File: src/rtl/fetch_byte_queue_pkg.sv
// fetch_pkg: shared constants and byte/window types for the fetch byte queue and decoder.
package fetch_pkg;
    localparam int BUF_BYTES = 32;
    localparam int FETCH_BYTES = 8;
    localparam int WIN_BYTES = 15;
    typedef logic [7:0] byte_t;
    typedef logic [0:WIN_BYTES*8-1] win_t;
    typedef logic [0:FETCH_BYTES*8-1] fill_t;
endpackage

File: src/rtl/fetch_byte_queue_if.sv
// fetch_byte_queue_if: fill, decode-window, consume and flush signals of the fetch byte queue.
interface fetch_byte_queue_if #(parameter int BUF_BYTES = fetch_pkg::BUF_BYTES);
    import fetch_pkg::*;
    logic                       flush;
    logic [63:0]                flush_pc;
    logic                       fill_valid;
    logic                       fill_ready;
    fill_t                      fill_data;
    win_t                       buffer_stream;
    logic                       window_valid;
    logic [$clog2(BUF_BYTES):0] avail_bytes;
    logic [63:0]                head_pc;
    logic                       consume;
    logic [3:0]                 byte_incr;
    logic                       protocol_err;
    modport master (
        output flush, flush_pc, fill_valid, fill_data, consume, byte_incr,
        input  fill_ready, buffer_stream, window_valid, avail_bytes, head_pc, protocol_err
    );
    modport slave (
        input  flush, flush_pc, fill_valid, fill_data, consume, byte_incr,
        output fill_ready, buffer_stream, window_valid, avail_bytes, head_pc, protocol_err
    );
endinterface

File: src/rtl/fetch_byte_queue_ring.sv
// fbq_ring: circular byte storage with an 8-byte write port and a 15-byte rotated read port.
module fbq_ring import fetch_pkg::*; #(
    parameter int BUF_BYTES = fetch_pkg::BUF_BYTES,
    localparam int PW = $clog2(BUF_BYTES)
) (
    input  logic          clk,
    input  logic          we_i,
    input  logic [PW-1:0] wr_ptr_i,
    input  fill_t         wdata_i,
    input  logic [PW-1:0] rd_ptr_i,
    output win_t          rdata_o
);
    byte_t mem_q [BUF_BYTES];
    always_ff @(posedge clk)
        if (we_i)
            for (int i = 0; i < FETCH_BYTES; i++)
                mem_q[wr_ptr_i + PW'(i)] <= wdata_i[8*i +: 8];
    always_comb
        for (int k = 0; k < WIN_BYTES; k++)
            rdata_o[8*k +: 8] = mem_q[rd_ptr_i + PW'(k)];
endmodule

File: src/rtl/fetch_byte_queue.sv
// fetch_byte_queue: instruction-byte ring feeding the decoder a 15-byte window at head_pc.
module fetch_byte_queue import fetch_pkg::*; #(
    parameter int BUF_BYTES = fetch_pkg::BUF_BYTES
) (
    input logic               clk,
    input logic               reset,
    fetch_byte_queue_if.slave bus
);
    localparam int PW = $clog2(BUF_BYTES);
    localparam int CW = PW + 1;
    logic [PW-1:0] rd_ptr_q, rd_ptr_d, wr_ptr_q, wr_ptr_d;
    logic [CW-1:0] count_q, count_d, incr;
    logic [63:0]   head_pc_q, head_pc_d;
    logic          err_q, err_d, do_fill, legal;
    win_t          raw;
    assign incr = CW'(bus.byte_incr);
    assign bus.fill_ready = count_q <= CW'(BUF_BYTES - FETCH_BYTES);
    assign do_fill = bus.fill_valid && bus.fill_ready && !bus.flush;
    assign legal = bus.consume && incr != '0 && incr <= count_q;
    always_comb begin
        rd_ptr_d  = bus.flush ? '0 : rd_ptr_q + (legal ? PW'(bus.byte_incr) : PW'(0));
        wr_ptr_d  = bus.flush ? '0 : wr_ptr_q + (do_fill ? PW'(FETCH_BYTES) : PW'(0));
        count_d   = bus.flush ? '0 : count_q + (do_fill ? CW'(FETCH_BYTES) : CW'(0)) - (legal ? incr : CW'(0));
        head_pc_d = bus.flush ? bus.flush_pc : head_pc_q + (legal ? 64'(bus.byte_incr) : 64'd0);
        err_d     = !bus.flush && bus.consume && !legal;
    end
    always_ff @(posedge clk) begin
        if (!reset) begin
            rd_ptr_q  <= '0;
            wr_ptr_q  <= '0;
            count_q   <= '0;
            head_pc_q <= '0;
            err_q     <= 1'b0;
        end else begin
            rd_ptr_q  <= rd_ptr_d;
            wr_ptr_q  <= wr_ptr_d;
            count_q   <= count_d;
            head_pc_q <= head_pc_d;
            err_q     <= err_d;
        end
    end
    fbq_ring #(.BUF_BYTES(BUF_BYTES)) u_ring (
        .clk      (clk),
        .we_i     (do_fill && reset),
        .wr_ptr_i (wr_ptr_q),
        .wdata_i  (bus.fill_data),
        .rd_ptr_i (rd_ptr_q),
        .rdata_o  (raw)
    );
    // Bytes beyond the held count are stale storage, so they are masked to zero.
    always_comb
        for (int k = 0; k < WIN_BYTES; k++)
            bus.buffer_stream[8*k +: 8] = (CW'(k) < count_q) ? raw[8*k +: 8] : 8'h00;
    assign bus.window_valid = count_q >= CW'(WIN_BYTES);
    assign bus.avail_bytes  = count_q;
    assign bus.head_pc      = head_pc_q;
    assign bus.protocol_err = err_q;
endmodule
File: src/flat_wrapper.sv
// flat-port wrapper written by rule: the top's interface ports become plain ports
module fetch_byte_queue_flat import fetch_pkg::*;
#(
    parameter int BUF_BYTES = fetch_pkg::BUF_BYTES
)
  (clk, reset, bus_flush, bus_flush_pc, bus_fill_valid, bus_fill_data, bus_consume, bus_byte_incr, bus_fill_ready, bus_buffer_stream, bus_window_valid, bus_avail_bytes, bus_head_pc, bus_protocol_err);
  fetch_byte_queue_if #(.BUF_BYTES(BUF_BYTES)) bus_i ();
  input logic clk;
  input logic reset;
  input wire logic [$bits(bus_i.flush)-1:0] bus_flush;
  input wire logic [$bits(bus_i.flush_pc)-1:0] bus_flush_pc;
  input wire logic [$bits(bus_i.fill_valid)-1:0] bus_fill_valid;
  input wire logic [$bits(bus_i.fill_data)-1:0] bus_fill_data;
  input wire logic [$bits(bus_i.consume)-1:0] bus_consume;
  input wire logic [$bits(bus_i.byte_incr)-1:0] bus_byte_incr;
  output wire logic [$bits(bus_i.fill_ready)-1:0] bus_fill_ready;
  output wire logic [$bits(bus_i.buffer_stream)-1:0] bus_buffer_stream;
  output wire logic [$bits(bus_i.window_valid)-1:0] bus_window_valid;
  output wire logic [$bits(bus_i.avail_bytes)-1:0] bus_avail_bytes;
  output wire logic [$bits(bus_i.head_pc)-1:0] bus_head_pc;
  output wire logic [$bits(bus_i.protocol_err)-1:0] bus_protocol_err;
  assign bus_i.flush = bus_flush;
  assign bus_i.flush_pc = bus_flush_pc;
  assign bus_i.fill_valid = bus_fill_valid;
  assign bus_i.fill_data = bus_fill_data;
  assign bus_i.consume = bus_consume;
  assign bus_i.byte_incr = bus_byte_incr;
  assign bus_fill_ready = bus_i.fill_ready;
  assign bus_buffer_stream = bus_i.buffer_stream;
  assign bus_window_valid = bus_i.window_valid;
  assign bus_avail_bytes = bus_i.avail_bytes;
  assign bus_head_pc = bus_i.head_pc;
  assign bus_protocol_err = bus_i.protocol_err;
  fetch_byte_queue #(.BUF_BYTES(BUF_BYTES)) u_core (.clk(clk), .reset(reset), .bus(bus_i));
endmodule
File: config.mk
export PLATFORM = sky130hd
export DESIGN_NAME = fetch_byte_queue_flat
export DESIGN_NICKNAME = d
export VERILOG_FILES = /design/src/rtl/fetch_byte_queue_pkg.sv /design/src/rtl/fetch_byte_queue_if.sv /design/src/rtl/fetch_byte_queue_ring.sv /design/src/rtl/fetch_byte_queue.sv /design/src/flat_wrapper.sv
export SDC_FILE = /design/constraint.sdc
export NUM_CORES = 1
export LEC_CHECK = 0
export ABC_AREA = 0
export BUFFER_PORTS_ARGS = -buffer_cell sky130_fd_sc_hd__buf_2
export CORE_MARGIN = 10
export CORE_UTILIZATION = 50
export CTS_CLUSTER_DIAMETER = 100
export CTS_CLUSTER_SIZE = 14
export DETAILED_ROUTE_END_ITERATION = 12
export MAX_ROUTING_LAYER = met4
export PLACE_DENSITY = 0.73
export SLEW_MARGIN = 20
export SYNTH_ARGS = -nofsm -noshare
export SYNTH_HDL_FRONTEND = slang
export SYNTH_SLANG_ARGS = --single-unit
File: constraint.sdc
create_clock -name clk -period 3.9 [get_ports clk]
set_clock_uncertainty 0.05 [all_clocks]
set_input_delay 0.195 -clock clk [delete_from_list [all_inputs] [get_ports clk]]
set_output_delay 0.195 -clock clk [all_outputs]
set_load 0.005 [all_outputs]
# Word level (Yosys, flattened, before mapping)
# Memories as Yosys holds them, arrays and structs flattened. A register that Yosys moved wholly into a read port is not among the register bits.
# Cells that the tools add are included.
totals:
  ff_bits: 81
  ramBits: 256
  in_bits: 137
  out_inout_bits: 193
  mem_count: 1
memory_table:
  columns: ["name", "depth", "width", "rd", "rd_clocked_by_memory_dff", "write_ports", "line", "rtl"]
  rows:
  - ["u_core.u_ring.mem_q", 32, 8, 15, 1, 8, "fetch_byte_queue_ring.sv:13", "byte_t mem_q [BUF_BYTES];"]
op_classes:
  n_addsub: 26
  order_cmp: 18
  muxes: 24
  bitwise: 1
  n_reduce_logical: 11
ops:
  columns: ["cell", "count"]
  rows:
  - ["8-bit two-way mux", 15]
  - ["64-bit adder", 1]
  - ["64-bit two-way mux", 1]
  - ["4-bit by 6-bit < comparator with 1-bit output, first input constant", 7]
  - ["5-bit by 3-bit adder with 5-bit output, second input constant", 8]
  - ["5-bit by 4-bit adder with 5-bit output, second input constant", 7]
  - ["3-bit by 6-bit < comparator with 1-bit output, first input constant", 4]
  - ["5-bit by 2-bit adder with 5-bit output, second input constant", 4]
  - ["4-bit two-way mux", 5]
  - ["1-bit by 6-bit < comparator with 1-bit output, first input constant", 2]
  - ["2-bit by 6-bit < comparator with 1-bit output, first input constant", 2]
  - ["5-bit by 1-bit adder with 5-bit output, second input constant", 2]
  - ["5-bit adder", 2]
  - ["1-bit logical AND", 7]
  - ["6-bit adder", 1]
  - ["6-bit by 4-bit >= comparator with 1-bit output, second input constant", 1]
  - ["4-bit by 6-bit less-or-equal comparator with 1-bit output", 1]
  - ["6-bit by 5-bit less-or-equal comparator with 1-bit output, second input constant", 1]
  - ["6-bit nonzero test", 1]
  - ["6-bit subtractor", 1]
  - ["5-bit two-way mux", 1]
  - ["1-bit zero test", 2]
  - ["1-bit two-way mux", 2]
  - ["2-bit OR reduction", 1]
  - ["1-bit inverter", 1]

# Depth between registers and ports, before layout
logic_depth:
  ltp_word: 6
  ltp_mapped: 16
  mapped_depth_nobuf: 15

# Modules after synthesis
# Synthesis repeated with hierarchy kept, for this count alone.
hier_totals:
  hier_cells: 5766
  area_unflattened_um2: 47704.5
modules_own_cells:
  columns: ["module", "n_inst", "cells_each", "area_per_inst_um2"]
  rows:
  - ["fbq_ring", 1, 5039, 42040.3]
  - ["fetch_byte_queue", 1, 727, 5664.2]

# Worst setup path before layout
# OpenSTA, ideal clock, no wires.
synth_timing:
  path_type: "reg-to-reg"
  startpoint: "register u_core.count_q[2], in the netlist u_core.bus.avail_bytes[2]"
  endpoint: "register u_core.head_pc_q[38], in the netlist u_core.bus.head_pc[38]"
  setup_time_ps: 74
  t_arrival_ps: 3917
  path_slack_ps: -141
  path_stages_with_launch: 17
  synth_period_minus_slack_ps: 4041
  path_cell_list: "dfxtp_1 clkbuf_1 inv_1 ha_1 o21a_1 o21a_1 o211ai_1 and3_1 ha_1 fa_1 a211oi_1 or3_1 buf_6 or4_1 buf_2 or3_1 a31oi_1"
synth_via:
  elab_chain_cells: 5
synth_rtl:
  columns: ["item", "line", "rtl"]
  rows:
  - ["from (decl)", "fetch_byte_queue.sv:12", "logic [CW-1:0] count_q, count_d, incr;"]
  - ["from (signal assigned)", "fetch_byte_queue.sv:37", "count_q <= count_d;"]
  - ["4-bit by 6-bit less-or-equal comparator with 1-bit output", "fetch_byte_queue.sv:19", "assign legal = bus.consume && incr != '0 && incr <= count_q;"]
  - ["1-bit logical AND", "fetch_byte_queue.sv:19", null]
  - ["4-bit two-way mux", "fetch_byte_queue.sv:24", "head_pc_d = bus.flush ? bus.flush_pc : head_pc_q + (legal ? 64'(bus.byte_incr) : 64'd0);"]
  - ["64-bit adder", "fetch_byte_queue.sv:24", null]
  - ["64-bit two-way mux", "fetch_byte_queue.sv:24", null]
  - ["to (signal assigned)", "fetch_byte_queue.sv:38", "head_pc_q <= head_pc_d;"]
  - ["to (decl)", "fetch_byte_queue.sv:13", "logic [63:0] head_pc_q, head_pc_d;"]
# No other way between the ends.
# A chain may end at the register's enable or synchronous reset.

# Worst setup path in the final report
layout_timing:
  startpoint: "register u_core.rd_ptr_q[4]"
  endpoint: "output bus_buffer_stream[58]"
layout_via:
  elab_chain_cells: 3
layout_rtl:
  columns: ["item", "line", "rtl"]
  rows:
  - ["from (decl)", "fetch_byte_queue.sv:11", "logic [PW-1:0] rd_ptr_q, rd_ptr_d, wr_ptr_q, wr_ptr_d;"]
  - ["from (signal assigned)", "fetch_byte_queue.sv:35", "rd_ptr_q <= rd_ptr_d;"]
  - ["5-bit by 3-bit adder with 5-bit output", "fetch_byte_queue_ring.sv:20", "rdata_o[8*k +: 8] = mem_q[rd_ptr_i + PW'(k)];"]
  - ["memory read 32 x 8 bit", null, null]
  - ["8-bit two-way mux", "fetch_byte_queue.sv:53", "bus.buffer_stream[8*k +: 8] = (CW'(k) < count_q) ? raw[8*k +: 8] : 8'h00;"]
  - ["to (decl)", "flat_wrapper.sv:17", "output wire logic [$bits(bus_i.buffer_stream)-1:0] bus_buffer_stream;"]
# No other way between the ends.

==> results.json <==
{
  "critical_path_depth": 5,
  "vias": 24300,
  "post-place-ws_ns": 0.0911,
  "cts_tree": "done",
  "drcViolationCount": 0,
  "nFillCells": 4254,
  "grt_pass1_wl_um": 149000,
  "synth.distinct_cells": 59,
  "fp.dieH_um": 254,
  "crit_chain": "inv_1, xnor2_1, and2_1, a22o_1, buf_2",
  "cpLargestDelayFamily": "simple AND/OR/NAND/NOR gates",
  "timing.max_slew.rel_slack": 0.186,
  "hold_viol": 0,
  "synth_nets": 2571,
  "cts.sinks": 334,
  "synth.top_cell.area_share": 0.280,
  "clockRootBuffer": "clkbuf_16",
  "syn_inst": 2396,
  "synth_seq_cells": 334,
  "fmax_ghz": 0.255,
  "grtUsageTotal": 0.314,
  "area_delta_synth_final_pct": 18.2,
  "min_path_cells": 4,
  "seq_area_um2": 9260,
  "ir_drop_mv": 0.356,
  "setup_slack_ns": -0.0286,
  "fin_area_um2": 32500,
  "fin_nets": 2944,
  "powerDensity_nw_per_um2": 416,
  "slowest_delay_ns": 0.80,
  "syn-cell-area_um2": 27500,
  "layout-drive-gt1-share": 0.344,
  "vias_per_cell": 6.98,
  "yosysWarnings": 0,
  "synthTopCellsByArea": "edfxtp_1, mux4_2, dfxtp_1",
  "overflow": 0,
  "worst_slew_pin_slew_ns": 1.22,
  "slowest_stage": "and2_1",
  "port_buffers": 329,
  "hpwlAfterDp_um": 74800,
  "ff2ff_path_depth": 16,
  "cp.arrival_ns": 3.68,
  "numCtsBuffers": 28,
  "synth_edf_count": 256,
  "ys_seq_area_frac": 0.336,
  "wl_per_cell_um": 29.4,
  "dpl-instance-area_um2": 30200,
  "min_period_ns": 3.93,
  "antenna_found_initial": 8,
  "final-setup-viol-count": 3,
  "postRouteAntennaNets": 0,
  "die_w_um": 254,
  "p_leak_nw": 12.3,
  "synth_ff_type": "edfxtp_1",
  "grt_pass1_vias": 23000,
  "crit_required_ns": 3.65,
  "violations": "negative setup slack",
  "core-area_um2": 54100,
  "initialDrtViolationCount": 3445,
  "syn_area_per_cell_um2": 11.5,
  "end_kind": "output pin",
  "first_pass_iters": 9,
  "io_pins": 330,
  "hold_class": "in2reg",
  "htree_levels": 1,
  "cp.buffers_inverters": 2,
  "path_class": "reg2out",
  "gp_congestion": 0.992,
  "ys_async_sr_fraction": 0,
  "multi_input_area_um2": 17300,
  "period_share": 1.01,
  "cp_max_fo": 15,
  "cts.path.max_buffers": 3,
  "rsz0062_at_grt": "true",
  "yosysTopAreaCell": "edfxtp_1",
  "clk_pin_slew_ns": 0.07,
  "grt_start_max_net_pins": 102,
  "finalMaxSlewViolations": 0,
  "status": "finished with violations",
  "placementRows": 85,
  "cp-start-kind": "flip-flop",
  "drv_cap": 0,
  "setup-tns-final_ns": -0.0496,
  "die_area_um2": 64800,
  "initial_core_util": 0.508,
  "drt_wl_total_um": 102000,
  "insertion_delay_ns": 0.60
}
[metal layers]
metal	wire length, um	part of all wire	track usage	up-vias
met4	5250	0.051	0.141	0
met3	12000	0.12	0.0654	306
met5	0	0	-	-
met2	47800	0.47	0.473	1711
li1	-	-	-	10200
met1	37400	0.37	0.404	12100
[logic make-up after synthesis]
group           share of synthesized area
compound gates                      0.136
simple gates                       0.0934
mux                                 0.352
flops                               0.336
buf+inv                            0.0444
xor+xnor                           0.0194
fa+ha+maj                          0.0184
[repair_timing]
action                                 CTS  global route
endpoints found under the hold margin  321             0
gates resized for setup                  5            14
cloned                                   1             2
setup endpoints to repair               41            35
pin swaps                                0             3
hold buffers                           130             0
buffers inserted                         1             8
[cells in the mapped netlist, types with 3 or more instances]
cell type / n
and3_1: 18
xor2_1: 15
nor4b_1: 3
a22o_1: 32
nor2b_1: 31
clkbuf_1: 125
mux4_2: 328
o32ai_1: 8
nand4_1: 23
o211a_1: 3
a31oi_1: 10
a21o_1: 173
o211ai_1: 4
ha_1: 34
nor4_1: 18
o21ai_0: 91
fa_1: 4
a21oi_1: 146
and4_1: 13
buf_4: 12
buf_2: 46
o22ai_1: 73
mux2_2: 121
a311oi_1: 6
nor2_1: 166
nand3_1: 25
edfxtp_1: 256
nand2b_1: 5
or4_1: 10
and2_1: 7
a211oi_1: 14
xnor2_1: 46
o31ai_1: 5
mux2i_1: 93
or3_1: 13
nand2_1: 184
nor3_1: 22
inv_1: 80
buf_1: 30
dfxtp_1: 78
[worst register-to-register path, delay by kind of cell (launching register included)]
kind | cells | cell delay [ns]
buf+inv | 3 | 0.48
simple gates | 4 | 1.18
flops | 1 | 0.34
compound gates | 6 | 1.00
fa+ha+maj | 3 | 0.66
[worst paths after layout]
| path | from | slack [ns] | to |
|---|---|---|---|
| hold reg to reg | u_core.bus.head_pc[38] | 0.50 | u_core.bus.head_pc[38] |
| hold / removal | reset | 0.09 | u_core.bus.head_pc[3] |
| setup reg to reg | u_core.bus.avail_bytes[1] | 0.08 | u_core.bus.head_pc[52] |
| setup / recovery | u_core.rd_ptr_q[4] | -0.03 | bus_buffer_stream[58] |
[per-stage QoR]
| stage | hold slack, ns | util | total power, mW | std cells |
|---|---|---|---|---|
| 6_report | 0.0891 | 0.601 | 13.5 | 3485 |
| 5_1_grt | 0.0754 | 0.600 | 14.0 | 3484 |
| 4_1_cts | 0.0524 | 0.597 | 13.3 | 3467 |
| 3_5_place_dp | 0.355 | 0.557 | 10.5 | 3293 |
| 3_3_place_gp | 0.357 | 0.557 | 10.4 | 3293 |
| 2_1_floorplan | 0.243 | - | 7.67 | 2396 |
[state kept, by name, summed over array words and instances, names as in the netlist]
name	flops
u_core.wr_ptr_q	2
u_core.rd_ptr_q	5
u_core.u_ring.mem_q	256
u_core.bus.head_pc	64
u_core.bus.protocol_err	1
u_core.bus.avail_bytes	6
[where the power goes]
group | switching, mW | internal, mW | total [mW]
clock | 1.36 | 1.31 | 2.67
combinational | 4.09 | 2.65 | 6.74
sequential | 0.140 | 3.96 | 4.10
total | 5.59 | 7.92 | 13.5
[final cells by class]
cell class | instances | area share
Multi-Input combinational cell | 1766 | 0.532
Sequential cell | 334 | 0.285
Timing Repair Buffer | 557 | 0.122
Tap cell | 696 | 0.0268
Clock buffer | 37 | 0.0226
Inverter | 82 | 0.00958
Clock inverter | 5 | 0.00127
Antenna cell | 8 | 0.000616
[placed cells by master, fill, tap and decap left out, types with 6 or more instances in the layout]
master	n
or3_1	13
dlygate4sd3_1	130
o32ai_1	7
nand3_1	25
a211oi_1	13
and3_1	15
mux2_2	120
nand2_1	182
xnor2_2	10
a31oi_1	10
buf_2	330
a21o_1	173
xnor2_1	34
nor4_1	18
nor2b_1	31
dfxtp_1	72
a22o_1	32
o22ai_1	73
and2_1	7
clkbuf_16	29
a21oi_1	146
inv_1	77
ha_1	29
mux2i_1	93
nor3_1	19
or4_1	9
nor2_1	165
diode_2	8
and4_1	13
edfxtp_1	256
buf_4	75
clkbuf_1	9
mux4_2	328
buf_12	15
xor2_1	12
a311oi_1	6
o21ai_0	91
nand4_1	23
Note: power is estimated with default switching activity, not from simulation.
